`config.mk`:
```
export PLATFORM = sky130hd
export DESIGN_NAME = act_lut_loader_interp
export DESIGN_NICKNAME = d
export VERILOG_FILES = /design/src/rtl/act_lut_loader_interp.sv
export SDC_FILE = /design/constraint.sdc
export NUM_CORES = 1
export LEC_CHECK = 0
export CORE_UTILIZATION = 46
export CTS_CLUSTER_DIAMETER = 60
export DETAILED_ROUTE_END_ITERATION = 7
export PLACE_DENSITY_LB_ADDON = 0.05
export SLEW_MARGIN = 20
export SYNTH_ARGS = -nofsm -noshare
export SYNTH_HDL_FRONTEND = slang
export SYNTH_SLANG_ARGS = --single-unit
```
`constraint.sdc`:
```
create_clock -name clk -period 5.1 [get_ports clk]
set_clock_uncertainty 0.05 [all_clocks]
set_input_delay 1.275 -clock clk [delete_from_list [all_inputs] [get_ports clk]]
set_output_delay 1.275 -clock clk [all_outputs]
set_load 0.01 [all_outputs]
```
`src/rtl/act_lut_loader_interp.sv`:
```
// act_lut_loader_interp: loadable activation LUT with 2-stage interpolating lookup pipeline.
// Define ACT_LUT_READBACK_EN to add the registered rb_addr/rb_data table readback port.
module act_lut_loader_interp #(
  parameter int DATA_W = 8,
  parameter int ADDR_W = 4,
  parameter int FRAC_W = 4
) (
  input  logic              clk,
  input  logic              rst,
`ifdef ACT_LUT_READBACK_EN
  input  logic [ADDR_W:0]   rb_addr,
  output logic [DATA_W-1:0] rb_data,
`endif
  input  logic              load_start,
  input  logic              load_valid,
  output logic              load_ready,
  input  logic [DATA_W-1:0] load_data,
  input  logic              load_last,
  output logic              load_err,
  output logic              armed,
  input  logic              z_valid,
  output logic              z_ready,
  input  logic [DATA_W-1:0] z_value,
  output logic              a_valid,
  input  logic              a_ready,
  output logic [DATA_W-1:0] a
);
  localparam int ENTRIES = 2**ADDR_W + 1;
  localparam int PW = DATA_W + FRAC_W;
  localparam logic [ADDR_W:0] LAST = (ADDR_W+1)'(ENTRIES - 1);
  typedef enum logic [1:0] {EMPTY, LOAD, ARMED} state_t;
  state_t            r_state;
  logic [ADDR_W:0]   r_ptr;
  logic              r_load_ready, r_load_err, r_armed;
  logic [DATA_W-1:0] r_tab [ENTRIES];
  logic              r_v1, r_a_valid;
  logic [DATA_W-1:0] r_base, r_next, r_a;
  logic [FRAC_W-1:0] r_rem;
  logic              w_beat, w_adv, w_take;
  logic [ADDR_W:0]   w_idx0, w_idx1;
  logic [DATA_W:0]   w_diff;
  logic [PW-1:0]     w_prod;
  logic [DATA_W-1:0] w_sum;
  assign load_ready = r_load_ready;
  assign load_err   = r_load_err;
  assign armed      = r_armed;
  assign a_valid    = r_a_valid;
  assign a          = r_a;
  assign w_beat  = r_load_ready & load_valid & !load_start;
  assign w_adv   = !r_a_valid | a_ready;
  assign z_ready = r_armed & w_adv;
  assign w_take  = z_valid & z_ready;
  assign w_idx0  = {1'b0, z_value[DATA_W-1:FRAC_W]};
  assign w_idx1  = w_idx0 + {{ADDR_W{1'b0}}, 1'b1};
  // Products are formed modulo 2**PW; the interpolated result always fits DATA_W, so low bits suffice.
  assign w_diff = {r_next[DATA_W-1], r_next} - {r_base[DATA_W-1], r_base};
  assign w_prod = {{(FRAC_W-1){w_diff[DATA_W]}}, w_diff} * {{DATA_W{1'b0}}, r_rem};
  assign w_sum  = r_base + DATA_W'($signed(w_prod) >>> FRAC_W);
  always_ff @(posedge clk) begin
    if (rst) begin
      r_state      <= EMPTY;
      r_ptr        <= '0;
      r_load_ready <= 1'b0;
      r_load_err   <= 1'b0;
      r_armed      <= 1'b0;
    end else if (load_start) begin
      r_state      <= LOAD;
      r_ptr        <= '0;
      r_load_ready <= 1'b1;
      r_load_err   <= 1'b0;
      r_armed      <= 1'b0;
    end else if (w_beat) begin
      if (load_last && r_ptr == LAST) begin
        r_state      <= ARMED;
        r_load_ready <= 1'b0;
        r_armed      <= 1'b1;
      end else if (load_last || r_ptr == LAST) begin
        r_state      <= EMPTY;
        r_load_ready <= 1'b0;
        r_load_err   <= 1'b1;
      end else begin
        r_ptr <= r_ptr + 1'b1;
      end
    end
  end
  always_ff @(posedge clk) begin
    if (w_beat) r_tab[r_ptr] <= load_data;
  end
  // Single global stall: both stages advance together whenever the output slot frees up.
  always_ff @(posedge clk) begin
    if (rst) begin
      r_v1      <= 1'b0;
      r_a_valid <= 1'b0;
      r_a       <= '0;
    end else if (load_start) begin
      r_v1      <= 1'b0;
      r_a_valid <= 1'b0;
    end else if (w_adv) begin
      r_v1      <= w_take;
      r_a_valid <= r_v1;
      if (w_take) begin
        r_base <= r_tab[w_idx0];
        r_next <= r_tab[w_idx1];
        r_rem  <= z_value[FRAC_W-1:0];
      end
      if (r_v1) r_a <= w_sum;
    end
  end
`ifdef ACT_LUT_READBACK_EN
  always_ff @(posedge clk) begin
    if (rst) rb_data <= '0;
    else     rb_data <= (rb_addr < (ADDR_W+1)'(ENTRIES)) ? r_tab[rb_addr] : '0;
  end
`endif
endmodule
```
**Word level (Yosys, flattened, before mapping)**

Memory sizes are Yosys's and may differ from the RTL's. A register that Yosys moved wholly into a read port is not among the register bits.
Index checks and enable logic that the tools add are counted.

- Add/sub/neg operators: 4
- Multipliers: 1
- Equality and inequality tests: 1
- Multiplexer cells: 6
- Bitwise logic cells: 9
- Reductions and logical operators: 13

Operators with widths:

| operator | count |
|---|---|
| $mul A9 B5 Y12 | 1 |
| $reduce_and A3 Y1 | 3 |
| $sub A8 B8 Y9 | 1 |
| $add A8 B8 Y8 | 1 |
| $mux W1 | 6 |
| $add A4 B1 Y5 const B | 1 |
| $add A5 B1 Y5 const B | 1 |
| $eq A5 B5 Y1 const B | 1 |
| $and A1 B1 Y1 | 4 |
| $not A1 Y1 | 4 |
| $reduce_and A2 Y1 | 2 |
| $reduce_and A4 Y1 | 1 |
| $reduce_bool A3 Y1 | 1 |
| $logic_not A1 Y1 | 2 |
| $reduce_bool A2 Y1 | 1 |
| $reduce_or A2 Y1 | 1 |
| $logic_and A1 B1 Y1 | 1 |
| $logic_or A1 B1 Y1 | 1 |
| $or A1 B1 Y1 | 1 |

- Register bits: 22
- RAM bits: 136
- Bits of input ports: 23
- Word-level logic and storage cells: 43
- Memories: 1

Memory list:

| memory | depth | bits a word | read ports | clocked after memory_dff | write ports | RTL line | source |
|---|---|---|---|---|---|---|---|
| r_tab | 17 | 8 | 2 | 2 | 1 | 35 | `logic [DATA_W-1:0] r_tab [ENTRIES];` |

**Logic depth before layout (Yosys ltp)**

Gate-level depths: netlist of the first run.

- Word-level depth: 6
- Depth in mapped cells: 28

**Worst setup path before layout of the first run**

OpenSTA, ideal clock, no wires.

- Kind: register to register
- From: register r_base[1], read port of r_tab
- To: register r_a[7], in the netlist a[7]
- Arrival: 5,415 ps
- Path slack: -444 ps
- Cell stages (with the launch flop): 29
- Path buffers: 0
- Clock period less this slack: 5,544 ps
- Cells stage by stage: edfxtp_1 inv_1 ha_1 nor2b_1 o21ai_0 a21boi_1 o21ai_0 nor2b_1 xnor2_1 and2_1 ha_1 fa_1 inv_1 fa_1 inv_1 ha_1 nor4_1 nand2_1 a21o_1 nand2_1 xnor2_1 ha_1 nand3_1 o211ai_1 o21ai_1 nand2b_1 a21oi_2 xnor3_1 a211oi_2

- Longest elaborated chain between the ends: 3

Ends and longest elaborated chain:

| what | RTL line | source |
|---|---|---|
| start, declared | 37 | `logic [DATA_W-1:0] r_base, r_next, r_a;` |
| $sub A8 B8 Y9 | 56 | `assign w_diff = {r_next[DATA_W-1], r_next} - {r_base[DATA_W-1], r_base};` |
| $mul A9 B5 Y12 | 57 | `assign w_prod = {{(FRAC_W-1){w_diff[DATA_W]}}, w_diff} * {{DATA_W{1'b0}}, r_rem};` |
| $add A8 B8 Y8 (*) | 58 | `assign w_sum = r_base + DATA_W'($signed(w_prod) >>> FRAC_W);` |
| end signal, assigned | 106 | `if (r_v1) r_a <= w_sum;` |
| end, declared | 37 |  |

Mark *: on every way between the ends. The rest lies on a longest branch, timed or not.
A chain may end at the register's enable or synchronous reset.

**Worst setup path in the final report of the first run**

- From: register r_base[0], read port of r_tab
- To: register r_a[7], in the netlist a[7]

The elaborated chain is that of the path after synthesis.

==> flow_metrics.env, run 1 <==
export IMPL_crit_required_ps=5390
export IMPL_grt_pass1_wl_mm=31.3
export IMPL_worst_pin_slew_ps=878
export IMPL_cts_path_max_buffers=2
export IMPL_hold_slack_ps=431
export IMPL_via_per_inst=5.72
export IMPL_drv_cap=0
export IMPL_cts_made_buffers=17
export IMPL_dp_slack_ps=-310
export IMPL_ioPinCount=36
export IMPL_clkTransAtPathRegs_ps=70
export IMPL_synth_fp_nets=662
export IMPL_die_area_sq_um=20700
export IMPL_drt_initial_drc_count=345
export IMPL_timing_final_crit_period_ps=5200
export IMPL_ys_seq_area_frac=0.544
export IMPL_num_antenna_cells=0
export IMPL_period_share=1.02
export IMPL_cp_data_arrival_time_ps=5490
export IMPL_drt_total_wl_mm=20.9
export IMPL_synthMuxAreaShare=0.210
export IMPL_synthSimpleGateAreaFrac=0.0726
export IMPL_fin_cells=943
export IMPL_ys_types=52
export IMPL_synth_compound_area_share=0.0285
export IMPL_cp_start_kind="flip-flop"
export IMPL_setup_ws_ps=-102
export IMPL_grt_pass1_vias=5496
export IMPL_dpl_hpwl_mm=14.2
export IMPL_start_util=0.474
export IMPL_power_density_nw_per_um2=271
export IMPL_gp_congestion=0.775
export IMPL_grt_start_max_net_pins=41
export IMPL_path_class="reg2reg"
export IMPL_drive_above_1_share=0.317
export IMPL_die_w_microns=144
export IMPL_cts_htree_levels=4
export IMPL_violations="negative setup slack"
export IMPL_ys_ff_latch=174
export IMPL_core_area_sq_um=19600
export IMPL_relSlewSlack=0.415
export IMPL_io_buffers=35
export IMPL_synth_top_area_cell="edfxtp_1"
export IMPL_synthesis_area_sq_um=9280
export IMPL_syn2layout_area_growth_pct=18.7
export IMPL_status="finished with violations"
export IMPL_hold_viol_final=0
export IMPL_netlist_area_leader_share=0.505
export IMPL_root_buffer="clkbuf_16"
export IMPL_gr_total_overflow=0
export IMPL_synthFlopType="edfxtp_1"
export IMPL_drtAntennaViolNets=0
export IMPL_syn_inst=583
export IMPL_hold_class="reg2reg"
export IMPL_ys_warn_count=0
export IMPL_clkSinkCount=174
export IMPL_power_leakage_uw=0.00390
export IMPL_crit_fanout=4
export IMPL_dp_cells=905
export IMPL_yosys_top_cells_area="edfxtp_1, mux4_2, ha_1"
export IMPL_worstSetupEndpointType="flip-flop"
export IMPL_synthAdderAreaFrac=0.0893
export IMPL_antenna_found_initial=1
export IMPL_die_height_microns=144
export IMPL_final_setup_viol_count=1
export IMPL_peakVddDrop_mv=0.220
export IMPL_clock_latency_ps=420
export IMPL_syn_avg_cell_area_sq_um=15.9
export IMPL_max_freq_mhz=192
export IMPL_num_vias=5392
export IMPL_synth_top_family_by_area="multiplexers"
export IMPL_first_pass_iters=4
export IMPL_rsz0062_at_grt="yes"
export IMPL_drc_errors=0
export IMPL_final_nets=744
export IMPL_cts_tree="yes"
export IMPL_wire_per_inst_microns=22.2
export IMPL_synth_edf_count=156
export IMPL_synth_xor_area_frac=0.0281
export IMPL_drv_slew=0
export IMPL_synth_async_reset_ratio=0
export IMPL_row_count=51
export IMPL_gr_usage_all_layers=0.215
metrics by stage:
step           total power [uW]   util  area (sq um)  TNS (ps)
6_report                   2980  0.562         11000      -102
3_5_place_dp               1800  0.522         10200      -714
2_1_floorplan              1720      -          9300         0
5_1_grt                    3070  0.562         11000      -838
4_1_cts                    3010  0.552         10800      -482
3_3_place_gp               1800  0.522         10200      -420
cell families (layout without fill, tap and decap cells):
| kind of cell | after synthesis | in the layout |
|---|---|---|
| buffers and inverters | 64 | 159 |
| multiplexers | 94 | 94 |
| AND/OR/NAND/NOR | 131 | 131 |
| XOR/XNOR | 26 | 26 |
| AO/OA/AOI/OAI | 38 | 38 |
| adder cells (fa/ha/maj) | 56 | 56 |
| flip-flops | 174 | 174 |
worst max-delay path, stage by stage (launching register included):
cell and delay, ps:
edfxtp_1 390, ha_2 200, fa_2 410, nor2b_4 130, o31a_1 190, a21oi_2 50, buf_4 140, and2_4 160
ha_4 230, fa_1 490, inv_2 50, fa_1 530, inv_1 50, ha_2 180, nor4_2 150, nand2_1 80
a21o_1 160, nand2_1 70, xnor2_1 120, ha_1 290, nand2_1 90, o211ai_1 100, o21ai_1 190, nand2b_1 90
a21oi_2 120, xnor3_1 230, a211oi_2 190
cell type report:
class	count	area [sq um]
timing repair buffer	86	746
tap	265	332
clock buffer	20	437
fill	1528	8580
multi-input combinational	345	4190
clock inverter	12	113
sequential	174	5040
inverter	41	154
layer usage:
metal  wire length, microns  part of all wire  global-route usage
met5                     10           0.00048                   0
met4                    718             0.034               0.106
met1                   8220              0.39               0.255
met3                    869             0.041              0.0411
met2                  11100              0.53               0.375
flip-flops by register name (all words and copies together), names as in the netlist:
| register | cells |
|---|---|
| r_next | 8 |
| armed | 1 |
| load_err | 1 |
| r_ptr | 5 |
| r_rem | 4 |
| r_tab | 136 |
| r_v1 | 1 |
| r_base | 8 |
| load_ready | 1 |
| a | 8 |
| a_valid | 1 |
cell usage after synthesis, types with 4 or more instances:
library cell    n
ha_1           39
clkbuf_1       13
dfxtp_1        18
buf_1           6
xnor2_1        14
mux2i_1         6
nor2b_1        12
nor2_1         45
mux4_2         80
edfxtp_1      156
mux2_2          8
and2_1         25
a21oi_1        10
nand3_1         4
o21a_1          6
nor3_1          6
inv_1          41
fa_1           17
xor2_1         10
nand2_1        19
o21ai_0         4
power breakdown:
part,internal (uW),total (uW),switching [uW]
clock,677,1210,537
combinational,112,212,100
sequential,1560,1560,1.18
total,2350,2980,638
what timing repair did:
item | in CTS | in global routing
hold buffers | 0 | 0
resized for setup | 3 | 32
pin swaps | 4 | 25
endpoints found under the setup margin | 4 | 5
setup buffers | 3 | 3
cloned | 0 | 0
layout by cell type (no fill, tap or decap), types with 3 or more instances in the layout:
master | netlist | layout
mux2_2 | 8 | 8
nor2_1 | 45 | 40
nor2_2 | 0 | 4
dfxtp_1 | 18 | 18
ha_2 | 0 | 3
clkdlybuf4s50_1 | 0 | 33
xnor2_1 | 14 | 9
nand3_1 | 4 | 4
inv_1 | 41 | 40
inv_6 | 0 | 3
buf_4 | 1 | 49
a21oi_1 | 10 | 7
xnor2_2 | 0 | 5
nor3_1 | 6 | 5
mux2i_1 | 6 | 6
nand2_1 | 19 | 19
mux4_2 | 80 | 80
clkinvlp_4 | 0 | 3
o21a_1 | 6 | 6
ha_1 | 39 | 30
ha_4 | 0 | 6
fa_1 | 17 | 16
nor2b_1 | 12 | 11
a21oi_2 | 1 | 3
xor2_1 | 10 | 10
edfxtp_1 | 156 | 156
and2_1 | 25 | 21
o21ai_1 | 2 | 3
clkbuf_16 | 0 | 17
clkbuf_1 | 13 | 3
and2_4 | 0 | 4
path summary, 6_finish.rpt:
kind / start / end / slack (ps) / cells past startpoint
setup / recovery: r_base[0] / a[7] / -100 / 26
hold / removal: load_err / load_err / 430 / 2
setup reg to reg: r_base[0] / a[7] / -100 / 26
hold reg to reg: load_err / load_err / 430 / 2
No activity file was read; power rests on OpenSTA's default activity.
==> inputs of run 2 (changes only) <==
--- a/config.mk
+++ b/config.mk
@@ -5,10 +5,12 @@
 export SDC_FILE = /design/constraint.sdc
 export NUM_CORES = 1
 export LEC_CHECK = 0
+export ABC_CLOCK_PERIOD_IN_PS = 5100
 export CORE_UTILIZATION = 46
 export CTS_CLUSTER_DIAMETER = 60
 export DETAILED_ROUTE_END_ITERATION = 7
 export PLACE_DENSITY_LB_ADDON = 0.05
+export SETUP_SLACK_MARGIN = 0.15
 export SLEW_MARGIN = 20
 export SYNTH_ARGS = -nofsm -noshare
 export SYNTH_HDL_FRONTEND = slang
==> run 2 against run 1 <==
  * The flow still finishes with violations (negative setup slack)
  * Wire length grew 1.8%
  * Total power increased by 0.89%
  * First-iteration DRC count decreased by 30%
  * Hold slack got worse by 1.6 ps
  * Clock-buffer cell count grew 2
  * Via count rose by 0.65%
  * Critical path type unchanged
  * Sequential share of layout area fell by 0.76 points
  * Design area rose by 1.7%
==> flow_metrics.env, run 2 (synthesis gave the netlist of run 1 again) <==
export IMPL_power_density_nw_per_um2=269
export IMPL_clkSinkCount=174
export IMPL_top_register="r_tab"
export IMPL_path_class="reg2reg"
export IMPL_grt_start_max_net_pins=35
export IMPL_cts_tree="yes"
export IMPL_drtAntennaViolNets=0
export IMPL_cts_path_max_buffers=2
export IMPL_drc_errors=0
export IMPL_cpMaxStageDelayCell="fa_1"
export IMPL_num_vias=5427
export IMPL_max_freq_mhz=190
export IMPL_io_buffers=35
export IMPL_setup_ws_ps=-176
export IMPL_power_uw=3010
export IMPL_crit_family="adder cells"
export IMPL_gr_usage_all_layers=0.220
export IMPL_timing_final_crit_period_ps=5280
export IMPL_critPathBufInv=3
export IMPL_layout_commonest_cell="edfxtp_1"
export IMPL_drt_initial_drc_count=240
export IMPL_hold_class="reg2reg"
export IMPL_worstSetupEndpointType="flip-flop"
export IMPL_period_share=1.03
export IMPL_cp_data_arrival_time_ps=5570
export IMPL_drive_above_1_share=0.349
export IMPL_status="finished with violations"
export IMPL_crit_fanout=5
export IMPL_first_pass_iters=4
export IMPL_fin_cells=955
export IMPL_cts_htree_levels=4
export IMPL_drv_cap=0
export IMPL_hold_viol_final=0
export IMPL_crit_required_ps=5400
export IMPL_relSlewSlack=0.397
export IMPL_fillers=1560
export IMPL_die_w_microns=144
export IMPL_drt_total_wl_mm=21.3
export IMPL_via_per_inst=5.68
export IMPL_worst_pin_slew_ps=904
export IMPL_gp_congestion=0.800
export IMPL_drv_slew=0
export IMPL_die_height_microns=144
export IMPL_dp_cells=910
export IMPL_dpl_hpwl_mm=14.9
export IMPL_rsz0062_at_grt="yes"
export IMPL_row_count=51
export IMPL_final_cell_mix="edfxtp_1, mux4_2, buf_4"
export IMPL_place_area_sq_um=10300
export IMPL_peakVddDrop_mv=0.259
export IMPL_core_area_sq_um=19600
export IMPL_largest_reg_flops=136
export IMPL_multi_input_area_sq_um=4260
export IMPL_start_util=0.474
export IMPL_grt_pass1_wl_mm=32.2
export IMPL_final_nets=756
export IMPL_power_leakage_uw=0.00401
export IMPL_cts_made_buffers=17
export IMPL_wire_per_inst_microns=22.3
export IMPL_cp_start_kind="flip-flop"
export IMPL_final_setup_viol_count=3
export IMPL_clock_latency_ps=420
export IMPL_ctsHoldBuffers=0
export IMPL_num_antenna_cells=0
export IMPL_gr_total_overflow=0
export IMPL_violations="negative setup slack"
export IMPL_root_buffer="clkbuf_16"
export IMPL_clkTransAtPathRegs_ps=70
export IMPL_critPathMaxStageDelay_ps=500
export IMPL_register_area_sq_um=5040
export IMPL_syn2layout_area_growth_pct=20.7
export IMPL_antenna_found_initial=0
export IMPL_ioPinCount=36
export IMPL_die_area_sq_um=20700
export IMPL_design_area_sq_um=11200
export IMPL_hold_slack_ps=429
export IMPL_dp_slack_ps=-243
export IMPL_grt_pass1_vias=5689
## run 2: final timing paths
kind | from | end | slack [ps] | cells past startpoint
worst max-delay path | r_base[1] | a[7] | -180 | 25
worst min-delay path | load_err | load_err | 430 | 2
worst max register to register | r_base[1] | a[7] | -180 | 25
worst min register to register | load_err | load_err | 430 | 2
## run 2: timing repair
action / CTS / global route
pin swaps: 29 / 34
gates resized for setup: 15 / 29
setup endpoints to repair: 4 / 5
buffers inserted: 8 / 5
gates cloned: 0 / 0
## run 2: per-layer routing
metal,global-route usage,part of all wire
met5,0,0
met1,0.250,0.38
met2,0.419,0.57
met4,0.0722,0.020
met3,0.0354,0.026
## run 2: per-stage QoR
stage	setup TNS, ps	utilization
floorplan	0	-
global placement	-207	0.525
detailed placement	-447	0.525
CTS	-215	0.562
global route	-1270	0.572
finish	-312	0.572
## run 2: layout make-up
| class | count | share of cell area |
|---|---|---|
| Sequential cell | 174 | 0.451 |
| Multi-Input combinational cell | 345 | 0.381 |
| Timing Repair Buffer | 98 | 0.0746 |
| Clock buffer | 22 | 0.0440 |
| Tap cell | 265 | 0.0296 |
| Inverter | 41 | 0.0137 |
| Clock inverter | 10 | 0.00659 |
## run 2: power by group
part	leakage, uW	switching, uW	internal, uW
registers	0.00155	1.20	1560
logic	0.00217	99.3	112
clock network	0.000289	545	696
## run 2: tightest hold or removal path, stage by stage, from the launching register on
cell	delay, ps
dfxtp_1	330
a21oi_1	40
nor2_1	70
